$ cat src/rtl/clk_switch_ctrl_pkg.sv
// Shared types and limits for the glitch-free clock switch controller.
package clk_switch_ctrl_pkg;

  typedef enum logic [1:0] {
    ST_IDLE     = 2'd0,
    ST_GATE_OFF = 2'd1,
    ST_SWITCH   = 2'd2
  } state_t;

  localparam int unsigned SYNC_STAGES_MIN = 2;
  localparam int unsigned WAIT_MIN        = 1;

  function automatic int unsigned max_u(input int unsigned a, input int unsigned b);
    return (a > b) ? a : b;
  endfunction

endpackage

$ cat src/rtl/clk_switch_ctrl_sync_ff.sv
// Single-bit multi-flop synchronizer with synchronous active-high clear.
module sync_ff #(
  parameter int unsigned SYNC_STAGES = 2
) (
  input  logic clk,
  input  logic rst,
  input  logic i_d,
  output logic o_q
);

  logic [SYNC_STAGES-1:0] r_chain;

  always_ff @(posedge clk) begin
    if (rst) r_chain <= '0;
    else     r_chain <= {r_chain[SYNC_STAGES-2:0], i_d};
  end

  assign o_q = r_chain[SYNC_STAGES-1];

endmodule

$ cat src/rtl/clk_switch_ctrl.sv
// Sequences clock-source changes as gate off, wait, flip select, wait, re-enable,
// so the downstream mux never sees a select change while its output is gated on.
module clk_switch_ctrl
  import clk_switch_ctrl_pkg::*;
#(
  parameter int unsigned SYNC_STAGES = 2,
  parameter int unsigned GATE_WAIT   = 4,
  parameter int unsigned SEL_WAIT    = 3,
  parameter logic        SEL_RST     = 1'b0
) (
  input  logic clk,
  input  logic rst,
  input  logic sel_req,
  input  logic en_req,
  output logic sel,
  output logic en,
  output logic busy,
  output logic done
);

  localparam int unsigned CNT_W = $clog2(max_u(GATE_WAIT, SEL_WAIT)) + 1;
  localparam logic [CNT_W-1:0] GATE_LAST = CNT_W'(GATE_WAIT - 1);
  localparam logic [CNT_W-1:0] SEL_LAST  = CNT_W'(SEL_WAIT - 1);

  if (SYNC_STAGES < SYNC_STAGES_MIN) begin : g_bad_sync
    $error("SYNC_STAGES below legal minimum");
  end
  if (GATE_WAIT < WAIT_MIN || SEL_WAIT < WAIT_MIN) begin : g_bad_wait
    $error("wait parameters below legal minimum");
  end

  logic             w_sel_s;
  logic             w_en_s;
  state_t           r_state;
  logic [CNT_W-1:0] r_cnt;
  logic             r_sel;
  logic             r_en;
  logic             r_busy;
  logic             r_done;

  sync_ff #(.SYNC_STAGES(SYNC_STAGES)) u_sync_sel (
    .clk (clk),
    .rst (rst),
    .i_d (sel_req),
    .o_q (w_sel_s)
  );

  sync_ff #(.SYNC_STAGES(SYNC_STAGES)) u_sync_en (
    .clk (clk),
    .rst (rst),
    .i_d (en_req),
    .o_q (w_en_s)
  );

  // Switch sequencer; en stays low for the whole GATE_OFF/SWITCH span.
  always_ff @(posedge clk) begin
    if (rst) begin
      r_state <= ST_IDLE;
      r_cnt   <= '0;
      r_sel   <= SEL_RST;
      r_en    <= 1'b0;
      r_busy  <= 1'b0;
      r_done  <= 1'b0;
    end else begin
      r_done <= 1'b0;
      case (r_state)
        ST_IDLE: begin
          if (w_sel_s != r_sel) begin
            r_state <= ST_GATE_OFF;
            r_en    <= 1'b0;
            r_busy  <= 1'b1;
            r_cnt   <= '0;
          end else begin
            r_en <= w_en_s;
          end
        end
        ST_GATE_OFF: begin
          if (r_cnt == GATE_LAST) begin
            r_state <= ST_SWITCH;
            r_sel   <= ~r_sel;
            r_cnt   <= '0;
          end else begin
            r_cnt <= r_cnt + CNT_W'(1);
          end
        end
        ST_SWITCH: begin
          if (r_cnt == SEL_LAST) begin
            r_state <= ST_IDLE;
            r_en    <= w_en_s;
            r_busy  <= 1'b0;
            r_done  <= 1'b1;
            r_cnt   <= '0;
          end else begin
            r_cnt <= r_cnt + CNT_W'(1);
          end
        end
        default: begin
          r_state <= ST_IDLE;
          r_cnt   <= '0;
        end
      endcase
    end
  end

  assign sel  = r_sel;
  assign en   = r_en;
  assign busy = r_busy;
  assign done = r_done;

endmodule

$ cat config.mk
export PLATFORM = sky130hd
export DESIGN_NAME = clk_switch_ctrl
export DESIGN_NICKNAME = d
export VERILOG_FILES = /design/src/rtl/clk_switch_ctrl_pkg.sv /design/src/rtl/clk_switch_ctrl_sync_ff.sv /design/src/rtl/clk_switch_ctrl.sv
export SDC_FILE = /design/constraint.sdc
export NUM_CORES = 1
export LEC_CHECK = 0
export BUFFER_PORTS_ARGS = -buffer_cell sky130_fd_sc_hd__buf_2
export CAP_MARGIN = 15
export CORE_AREA = 2 2 39 41
export CTS_CLUSTER_SIZE = 10
export DETAILED_ROUTE_END_ITERATION = 10
export DIE_AREA = 0 0 41 43
export PLACE_DENSITY = 0.7
export SETUP_SLACK_MARGIN = 0.15
export SYNTH_ARGS = -nofsm -noshare
export SYNTH_HDL_FRONTEND = slang
export SYNTH_HIERARCHICAL = 1
export SYNTH_SLANG_ARGS = --single-unit
$ cat constraint.sdc
create_clock -name clk -period 3.6 [get_ports clk]
set_input_delay 0.36 -clock clk [delete_from_list [all_inputs] [get_ports clk]]
set_output_delay 0.36 -clock clk [all_outputs]
set_load 0.1 [all_outputs]
# After elaboration in Yosys (flattened, before gate mapping)
# Cells that the tools add are included.
# totals
latch_bits,0
rom_bits,0
wordCells,41
ramBits,0
out_inout_bits,4
input_bits,4
n_memories,0
register_bits,13
# classes
n_mux,15
shift,0
n_bitwise,2
n_div,0
reduce_logical,7
n_addsub,1
n_mul,0
n_lt_le_gt_ge,0
eq_ne,8
# op_table
operator,n
3-bit two-way mux,3
3-bit case mux with 3 select lines,1
3-bit by 2-bit == test with 1-bit output (second input constant),2
2-bit two-way mux,3
2-bit != test (second input constant),3
2-bit case mux with 3 select lines,1
3-bit AND reduction,2
1-bit two-way mux,5
1-bit case mux with 2 select lines,2
2-bit AND reduction,2
3-bit by 1-bit adder with 3-bit output (second input constant),1
2-bit by 1-bit == test with 1-bit output (second input constant),1
2-bit == test (second input constant),1
2-bit zero test,1
1-bit NOT,2
2-bit nonzero test,1
2-bit OR reduction,1
1-bit != test,1

# Depth between registers and ports, before layout
# Gate-level depths: netlist (run 1).
# logic_depth
ltp_word,3
depth_mapped,6
depth_no_buf,5

# Hierarchy
# Netlist (run 1), hierarchy kept.
# modules_own_cells
module,cells_each,instances,area_each_um2,seq_area_each_um2
clk_switch_ctrl,59,1,556.8,180.2
sync_ff,4,2,52.6,40.0

# Worst setup path before layout (run 1)
# No wires, ideal clock.
# synth_path
path_kind,register -> register
start,"register r_sel, in the netlist sel"
end,"register r_busy, in the netlist busy"
path_stages_with_launch,4
path_buffers,0
required_ps,3525
synth_period_minus_slack_ps,1892
setup_slack_ps,1708
t_arrival_ps,1817
setup_ps,75
path_cell_list,dfxtp_1 > xnor2_2 > or4b_1 > o21ai_0
# synth_via
elab_chain_len,3
# synth_lines
element,line,rtl
from (decl),clk_switch_ctrl.sv:36,logic r_sel;
from (signal assigned),clk_switch_ctrl.sv:80,r_sel <= ~r_sel;
1-bit != test,clk_switch_ctrl.sv:68,if (w_sel_s != r_sel) begin
2-bit != test (no line),--,
3-bit AND reduction (no line),--,
to (signal assigned),clk_switch_ctrl.sv:62,r_busy <= 1'b0;
to (signal assigned),clk_switch_ctrl.sv:71,r_busy <= 1'b1;
to (signal assigned),clk_switch_ctrl.sv:90,r_busy <= 1'b0;
to (decl),clk_switch_ctrl.sv:38,logic r_busy;
# No other way between the ends.
# A chain may end at the register's enable or synchronous reset.

# Final worst setup path (run 1)
# layout_path
start,"register r_sel, in the netlist sel"
end,output sel
# layout_rtl
element,line,rtl
to (decl),clk_switch_ctrl.sv:15,"output logic sel,"
# No word-level cell between the ends.

==> run metrics, run 1 <==
commonest cells in the netlist=dfxtp_1, ha_1, inv_1, nand2_1, nor2b_1; WL final=1.02 mm; top post-synthesis cells by area=dfxtp_1, ha_1, nor2b_1; CTS tree=done; n_diodes=0; DR pass1 iterations=2; worst slew pin tran=0.483 ns; Buffers on Ports=7; top cell type's share of synthesized area=0.393; non-filler cells, final=92; CP Data Arrival Time=1.13 ns; reg2reg setup slack=2.12 ns; hold_sp=en_req; worst path bufs/invs=1; setup TNS=0 ns; fmax=670 MHz; pre-CTS WS=2.15 ns; launch point of the worst path=sel; die area=1760 um^2; Avg Synthesized Cell Area=9.88 um^2; period utilisation layout=0.414; Post-CTS Setup Repair Bufs=0; CTS sink cnt=13; DRC violations left=0; initial core utilization=0.478; FILL cells=133; delay-heaviest family, CP=buffers and inverters; clock latency on the worst-skew pair=0.27 ns; RSZ-0062 raised after global routing=no; CP Launch Type=register; Setup crit end kind=primary output; largest net degree at the start of global routing=12; Worst Hold Class=in2reg; outcome=completed; library cells used by synthesis=29; Inst Count DP=88; ordered list of cells on the worst path=buf_2; slew margin rel.=0.680; total I/O pin count=8; Net count, final=88; drt via density=5.24; global-route usage over all layers=0.156; Detail Placement HPWL=783 um; max-cap violation count=0; Routed Antenna Nets=0; clock skew=0.00771 ns; post-CTS sizing=0; final setup margin=2.11 ns; clk buf depth=2; global placement routability congestion=0.851; endpoints failing setup=0; Top FF cell, synth=dfxtp_1; CP peak stage delay=0.46 ns; mean routed wirelength per cell=11.1 um; total congestion overflow=0; syn_nets=78; count leader, synth=dfxtp_1; Rows=14; clock slew seen by the registers of the worst setup and hold paths=0.07 ns; cts hold-fix bufs=0; required time worst endpoint=3.24 ns; fin util=0.529; Clock Tree Root=clkbuf_4; Die Ht=43 um; CTS buffer count=3; CP Max Fanout=3; crit path max-delay cell type=buf_2; synthesized cell area=662 um^2; kind of critical path=reg2out; Peak VDD IR=292 uV; EDFF count, synth=0; DR vias=482; flops & latches, synth=13; global-route wire length before repair=1.90 mm; Synth area leader=dfxtp_1; ys async rst share=0; initial antenna violation count=0; Final Max Tran Viols=0; Worst R2R Start=r_state[0]; Layout area overhead=10.6%; leakage=0.309 nW; Post-Synthesis Cells=67; layout cell share with drive strength beyond 1=0.197; fin crit period=1.49 ns; sequential-to-total area share from yosys stat=0.393; number of global-route vias before repair=496; Hold Fails Final Rpt=0; initial DRC count=3; H-tree levels=1; Placeable Area=1380 um^2; die width=41 um; yosys warns=6; P per Cell Area=552 nW/um^2
area by class of cell:
type | instances | area (um^2) | area share
Clock buffer | 4 | 26.3 | 0.0359
Timing Repair Buffer | 7 | 35.0 | 0.0479
Inverter | 8 | 30.0 | 0.0410
Tap cell | 16 | 20.0 | 0.0274
Sequential cell | 13 | 260 | 0.356
Multi-Input combinational cell | 44 | 360 | 0.492
kinds of logic after synthesis:
kind of cell | count (synthesis) | share of synthesized area
multiplexers | 1 | 0.0151
AO/OA/AOI/OAI | 12 | 0.157
XOR/XNOR | 2 | 0.0378
flip-flops | 13 | 0.393
AND/OR/NAND/NOR | 22 | 0.202
buffers and inverters | 10 | 0.0624
adder cells (fa/ha/maj) | 7 | 0.132
worst reg2reg max path, stage by stage, from the launching register on:
cell and delay [ns]:
dfxtp_1 0.37, inv_1 0.07, ha_1 0.30, nand2b_1 0.21
and4_1 0.21, a31o_2 0.20
cells in the final DEF, fill, tap and decap left out, types with 3 or more instances in the layout:
cell type  instances
nand2b_1           3
ha_1               7
nand4_1            3
dfxtp_1           13
buf_2              7
inv_1              7
clkbuf_4           3
nand2_1            5
nor2b_1            5
o41ai_1            3
path summary, 6_finish.rpt:
| path | to | cells after the start |
|---|---|---|
| worst max-delay path | sel | 1 |
| worst min-delay path | u_sync_en/r_chain[0] | 2 |
| worst max register to register | en | 5 |
| worst min register to register | u_sync_en/r_chain[1] | 1 |
flip-flops by register name, summed over array words and instances, names as in the netlist:
register,flops
busy,1
done,1
en,1
r_cnt,3
r_state,2
sel,1
u_sync_en/r_chain,2
u_sync_sel/r_chain,2
where the power goes:
| part | internal [mW] | switching, mW | leakage (nW) |
|---|---|---|---|
| Clock | 0.0429 | 0.0437 | 0.0150 |
| Combinational | 0.0617 | 0.0920 | 0.188 |
| Sequential | 0.156 | 0.00748 | 0.106 |
| Total | 0.260 | 0.143 | 0.309 |
per-stage QoR:
| stage | hold WS, ns | power (mW) | cell area, um^2 |
|---|---|---|---|
| floorplan | 0.414 | 0.295 | 662 |
| global placement | 0.415 | 0.320 | 706 |
| detailed placement | 0.426 | 0.321 | 706 |
| CTS | 0.301 | 0.410 | 732 |
| global route | 0.322 | 0.434 | 732 |
| finish | 0.309 | 0.404 | 732 |
layer usage:
layer / vias to the layer above / routed length [um] / share of wire / GRT usage
li1: 255 / - / - / -
met1: 219 / 512 / 0.50 / 0.187
met2: 6 / 467 / 0.46 / 0.247
met3: 2 / 27 / 0.026 / 0.0314
met4: 0 / 14 / 0.014 / 0.0800
met5: - / 0 / 0 / 0
(Power assumes the default switching activity.)
==> inputs of run 2 (changes only) <==
--- a/config.mk
+++ b/config.mk
@@ -7,10 +7,9 @@
 export LEC_CHECK = 0
 export BUFFER_PORTS_ARGS = -buffer_cell sky130_fd_sc_hd__buf_2
 export CAP_MARGIN = 15
-export CORE_AREA = 2 2 39 41
+export CORE_UTILIZATION = 48
 export CTS_CLUSTER_SIZE = 10
 export DETAILED_ROUTE_END_ITERATION = 10
-export DIE_AREA = 0 0 41 43
 export PLACE_DENSITY = 0.7
 export SETUP_SLACK_MARGIN = 0.15
 export SYNTH_ARGS = -nofsm -noshare
==> constraint.sdc (replaced) <==
create_clock -name clk -period 1.35 [get_ports clk]
set_input_delay 0.135 -clock clk [delete_from_list [all_inputs] [get_ports clk]]
set_output_delay 0.135 -clock clk [all_outputs]
set_load 0.1 [all_outputs]
==> run 2 against run 1 <==
Core utilization rose by 22 points. Via count grew 11%. Sequential power grew to 2.9 times the previous value. Global-route usage up 9.7 points. Non-clock buffer count rose by 6. Register-to-register slack got worse by 2.1 ns. Worst setup slack worse by 2.1 ns. Hold slack got worse by 0.24 ns. First-iteration DRC count increased by 100%. Highest routed layer unchanged. Critical path depth is 3 higher. Sequential share of layout area down 6.4 points. Power increased to 3.4 times the previous value.
==> run metrics, run 2 (same netlist as run 1, synthesis figures left out) <==
mean routed wirelength per cell=16.0 um; clk buf depth=2; DR vias=537; Hold Fails Final Rpt=0; Fin Hold WS=0.0692 ns; Rows=13; global-route wire length before repair=2.41 mm; CP peak stage delay=0.53 ns; worst slew pin tran=0.485 ns; max FFs per register=3; largest net degree at the start of global routing=12; layout cell share with drive strength beyond 1=0.537; most frequent cells in the layout=dfxtp_1, ha_4, buf_4; kind of critical path=reg2reg; initial DRC count=6; non-filler cells, final=97; CP Max Fanout=7; initial core utilization=0.515; final setup margin=0.0473 ns; WL final=1.55 mm; fin util=0.748; DRC violations left=0; total I/O pin count=8; placed cell area=832 um^2; post-route cell area=961 um^2; clock latency on the worst-skew pair=0.28 ns; fmax=768 MHz; endpoints failing setup=0; Buffers on Ports=7; outcome=completed; CP Data Arrival Time=1.52 ns; H-tree levels=1; global-route usage over all layers=0.253; setup TNS=0 ns; CTS buffer count=3; CTS sink cnt=13; Die Ht=39.1 um; clock slew seen by the registers of the worst setup and hold paths=0.08 ns; required time worst endpoint=1.57 ns; period utilisation layout=0.965; number of global-route vias before repair=486; Inst Count DP=90; total congestion overflow=0; CTS tree=done; global placement routability congestion=0.756; DR pass1 iterations=4; largest register by flop count=r_cnt; post-layout total power=1.37 mW; initial antenna violation count=0; fin crit period=1.30 ns; slew margin rel.=0.679; crit path max-delay cell type=or4b_1; n_diodes=0; Peak VDD IR=635 uV; RSZ-0062 raised after global routing=yes; drt via density=5.54; Clock Tree Root=clkbuf_4; pre-CTS WS=0.00801 ns; P per Cell Area=1420 nW/um^2; Net count, final=94; max-cap violation count=0; clock skew=0.00520 ns; ordered list of cells on the worst path=inv_4 -> ha_4 -> or4b_1 -> o21ai_1; CP Launch Type=register; Detail Placement HPWL=996 um; die width=39.1 um; Placeable Area=1280 um^2; Routed Antenna Nets=0; Setup crit end kind=register; most common cell after layout, fill and taps aside=dfxtp_1; die area=1530 um^2; Worst Hold Class=in2reg; Final Max Tran Viols=0; leakage=0.371 nW; Layout area overhead=45.2%
==> run 2: worst max-delay path, delay by kind of cell, from the launching register on <==
kind / cells / cell delay, ns
flip-flops: 1 / 0.39
AND/OR/NAND/NOR: 1 / 0.53
adder cells (fa/ha/maj): 1 / 0.19
AO/OA/AOI/OAI: 1 / 0.09
buffers and inverters: 1 / 0.05
==> run 2: timing repair <==
action                     4_1_cts  5_1_grt
buffers inserted                 2        1
gates resized for setup         13        7
setup endpoints to repair        8        9
pin swaps                        7        7
hold buffers                     0        0
==> run 2: report_power, final <==
part	internal, mW	switching, mW
combinational	0.309	0.354
clock	0.115	0.122
sequential	0.422	0.0449
==> run 2: routing by layer <==
layer,share of wire,routed length (um),vias to the layer above,global-route usage
met5,0,0,-,0
met2,0.52,812,10,0.433
met3,0.034,52,5,0.104
met1,0.42,655,255,0.269
met4,0.017,27,0,0.103
li1,-,-,267,-
==> run 2: cell type report <==
class | instances | area [um^2]
fillers | 90 | 324
well taps | 15 | 18.8
multi-input cells | 44 | 507
inverters | 8 | 37.5
repair buffers | 13 | 91.3
clock buffers | 4 | 26.3
flip-flops and latches | 13 | 280
==> run 2: worst paths after layout <==
check | end | depth (start not counted) | slack [ns] | startpoint
min | u_sync_en/r_chain[0] | 2 | 0.07 | en_req
max | busy | 4 | 0.05 | r_state[0]
min reg2reg | u_sync_en/r_chain[1] | 1 | 0.44 | u_sync_en/r_chain[0]
max reg2reg | busy | 4 | 0.05 | r_state[0]
==> inputs of run 3 (changes only) <==
--- a/config.mk
+++ b/config.mk
@@ -14,5 +14,4 @@
 export SETUP_SLACK_MARGIN = 0.15
 export SYNTH_ARGS = -nofsm -noshare
 export SYNTH_HDL_FRONTEND = slang
-export SYNTH_HIERARCHICAL = 1
 export SYNTH_SLANG_ARGS = --single-unit
==> run 3 against run 2 <==
Core utilization rose by 7.8 points. First-iteration DRC count increased by 83%. Power rose by 0.58%. Count of clock-buffer cells in the layout unchanged. Sequential power is 3% lower. Global-route usage down 2.8 points. Non-clock buffer count up 3. Clock power is 3% higher. Synthesized area down 0.38%. Hold slack worse by 0.0043 ns. Die area down 0.36%. Critical endpoint is now r_cnt[0]. Largest cell class unchanged.
==> run metrics, run 3 <==
total I/O pin count=8; Synth Area in XOR/XNOR=0.0380; ordered list of cells on the worst path=ha_4 -> ha_4 -> nor2b_4 -> a21oi_2 -> o41ai_2; most common cell after layout, fill and taps aside=buf_4; kind of critical path=reg2reg; Post-Synthesis Cells=70; CTS tree=done; synthesized cell area=659 um^2; Top FF cell, synth=dfxtp_1; placed cell area=795 um^2; Worst Hold Class=in2reg; layout cell share with drive strength beyond 1=0.568; max-cap violation count=0; EDFF count, synth=0; worst path bufs/invs=0; CP Launch Type=register; CTS buffer count=3; Layout area overhead=48.6%; die width=39.1 um; ys async rst share=0; clock slew seen by the registers of the worst setup and hold paths=0.08 ns; hold path depth=2; pre-CTS WS=0.0102 ns; H-tree levels=1; outcome=completed; syn_nets=81; Rows=12; CTS sink cnt=13; DR pass1 iterations=4; CP Max Fanout=3; setup TNS=0 ns; FILL cells=64; CP Data Arrival Time=1.46 ns; non-filler cells, final=102; final setup margin=0.0681 ns; endpoints failing setup=0; fmax=780 MHz; delay-heaviest family, CP=flip-flops; Inst Count DP=91; commonest cells in the netlist=dfxtp_1, inv_1, ha_1, nor2b_1, nand2_1; Net count, final=100; number of global-route vias before repair=496; library cells used by synthesis=24; Final Max Tran Viols=0; post-synthesis compound-gate area fraction=0.173; clock latency on the worst-skew pair=0.28 ns; Peak VDD IR=1130 uV; leakage=0.403 nW; worst slew pin tran=0.486 ns; global-route usage over all layers=0.225; n_diodes=0; crit path max-delay cell type=dfxtp_4; DR vias=564; Hold Fails Final Rpt=0; reg2reg setup slack=0.07 ns; clk buf depth=2; post-route cell area=980 um^2; initial core utilization=0.556; fin crit period=1.28 ns; reg2reg path depth=5; DRC violations left=0; mean routed wirelength per cell=15.9 um; clock skew=0.00264 ns; RSZ-0062 raised after global routing=yes; Placeable Area=1190 um^2; Adder-Cell Fraction of Synth Area=0.133; yosys warns=0; slew margin rel.=0.678; most frequent cells in the layout=buf_4, inv_1, buf_2; Setup crit end kind=register; required time worst endpoint=1.53 ns; top cell type's share of synthesized area=0.395; main combinational cell family by area after synthesis=simple AND/OR/NAND/NOR gates; P per Cell Area=1400 nW/um^2; mux contribution to synthesized area=0.0152; Synth area leader=dfxtp_1; global placement routability congestion=0.846; sequential-to-total area share from yosys stat=0.395; initial DRC count=11; CP most frequent cell=ha_4; flops & latches, synth=13; largest net degree at the start of global routing=12; global-route wire length before repair=2.20 mm; CP Depth=5; count leader, synth=dfxtp_1; period utilisation layout=0.950; post-layout total power=1.37 mW; fin util=0.826; top post-synthesis cells by area=dfxtp_1, ha_1, inv_1; WL final=1.62 mm; Routed Antenna Nets=0; CP peak stage delay=0.37 ns; initial antenna violation count=0; Fin Hold WS=0.0649 ns; largest register by flop count=r_cnt; die area=1530 um^2; total congestion overflow=0; Clock Tree Root=clkbuf_4; Die Ht=39.1 um; Avg Synthesized Cell Area=9.42 um^2; max FFs per register=3; Detail Placement HPWL=949 um; drt via density=5.53; Simple-Gate Fraction of Synth Area=0.173; Buffers on Ports=7
[run 3: path summary, 6_finish.rpt]
check,from,endpoint
setup / recovery,r_cnt[1],r_cnt[0]
hold / removal,en_req,u_sync_en.r_chain[0]
setup reg to reg,r_cnt[1],r_cnt[0]
hold reg to reg,u_sync_sel.r_chain[0],u_sync_sel.r_chain[1]
[run 3: routing by layer]
layer	part of all wire	routed length, um	up-vias	GRT usage
li1	-	-	278	-
met1	0.44	712	268	0.247
met2	0.51	820	16	0.388
met3	0.042	68	2	0.104
met4	0.011	18	0	0.0517
met5	0	0	-	0
[run 3: logic make-up after synthesis]
| kind of cell | Yosys count |
|---|---|
| simple gates | 20 |
| compound gates | 14 |
| buf+inv | 13 |
| flops | 13 |
| fa+ha+maj | 7 |
| xor+xnor | 2 |
| mux | 1 |
[run 3: report_power, final]
| group | switching, mW | internal (mW) |
|---|---|---|
| clock network | 0.129 | 0.115 |
| logic | 0.355 | 0.321 |
| registers | 0.0326 | 0.422 |
| total | 0.517 | 0.857 |
[run 3: timing repair]
item | CTS | global route
hold buffers | 0 | 0
hold endpoints to repair | 0 | 0
gates resized for setup | 11 | 16
pin swaps | 2 | 8
endpoints found under the setup margin | 8 | 7
gates cloned | 0 | 0
setup buffers | 1 | 6
[run 3: worst reg2reg max path, delay by kind of cell (launching register included)]
family                     cells  cell delay, ns
AOI/OAI and AO/OA              2            0.32
adders and majority gates      2            0.34
DFF                            1            0.37
and+or+nand+nor                1            0.16
[run 3: cell type report]
type	instances	area, um^2	area share
Tap cell	14	17.5	0.0179
Clock buffer	4	26.3	0.0268
Inverter	11	46.3	0.0473
Multi-Input combinational cell	44	502	0.512
Sequential cell	13	283	0.289
Timing Repair Buffer	16	105	0.107
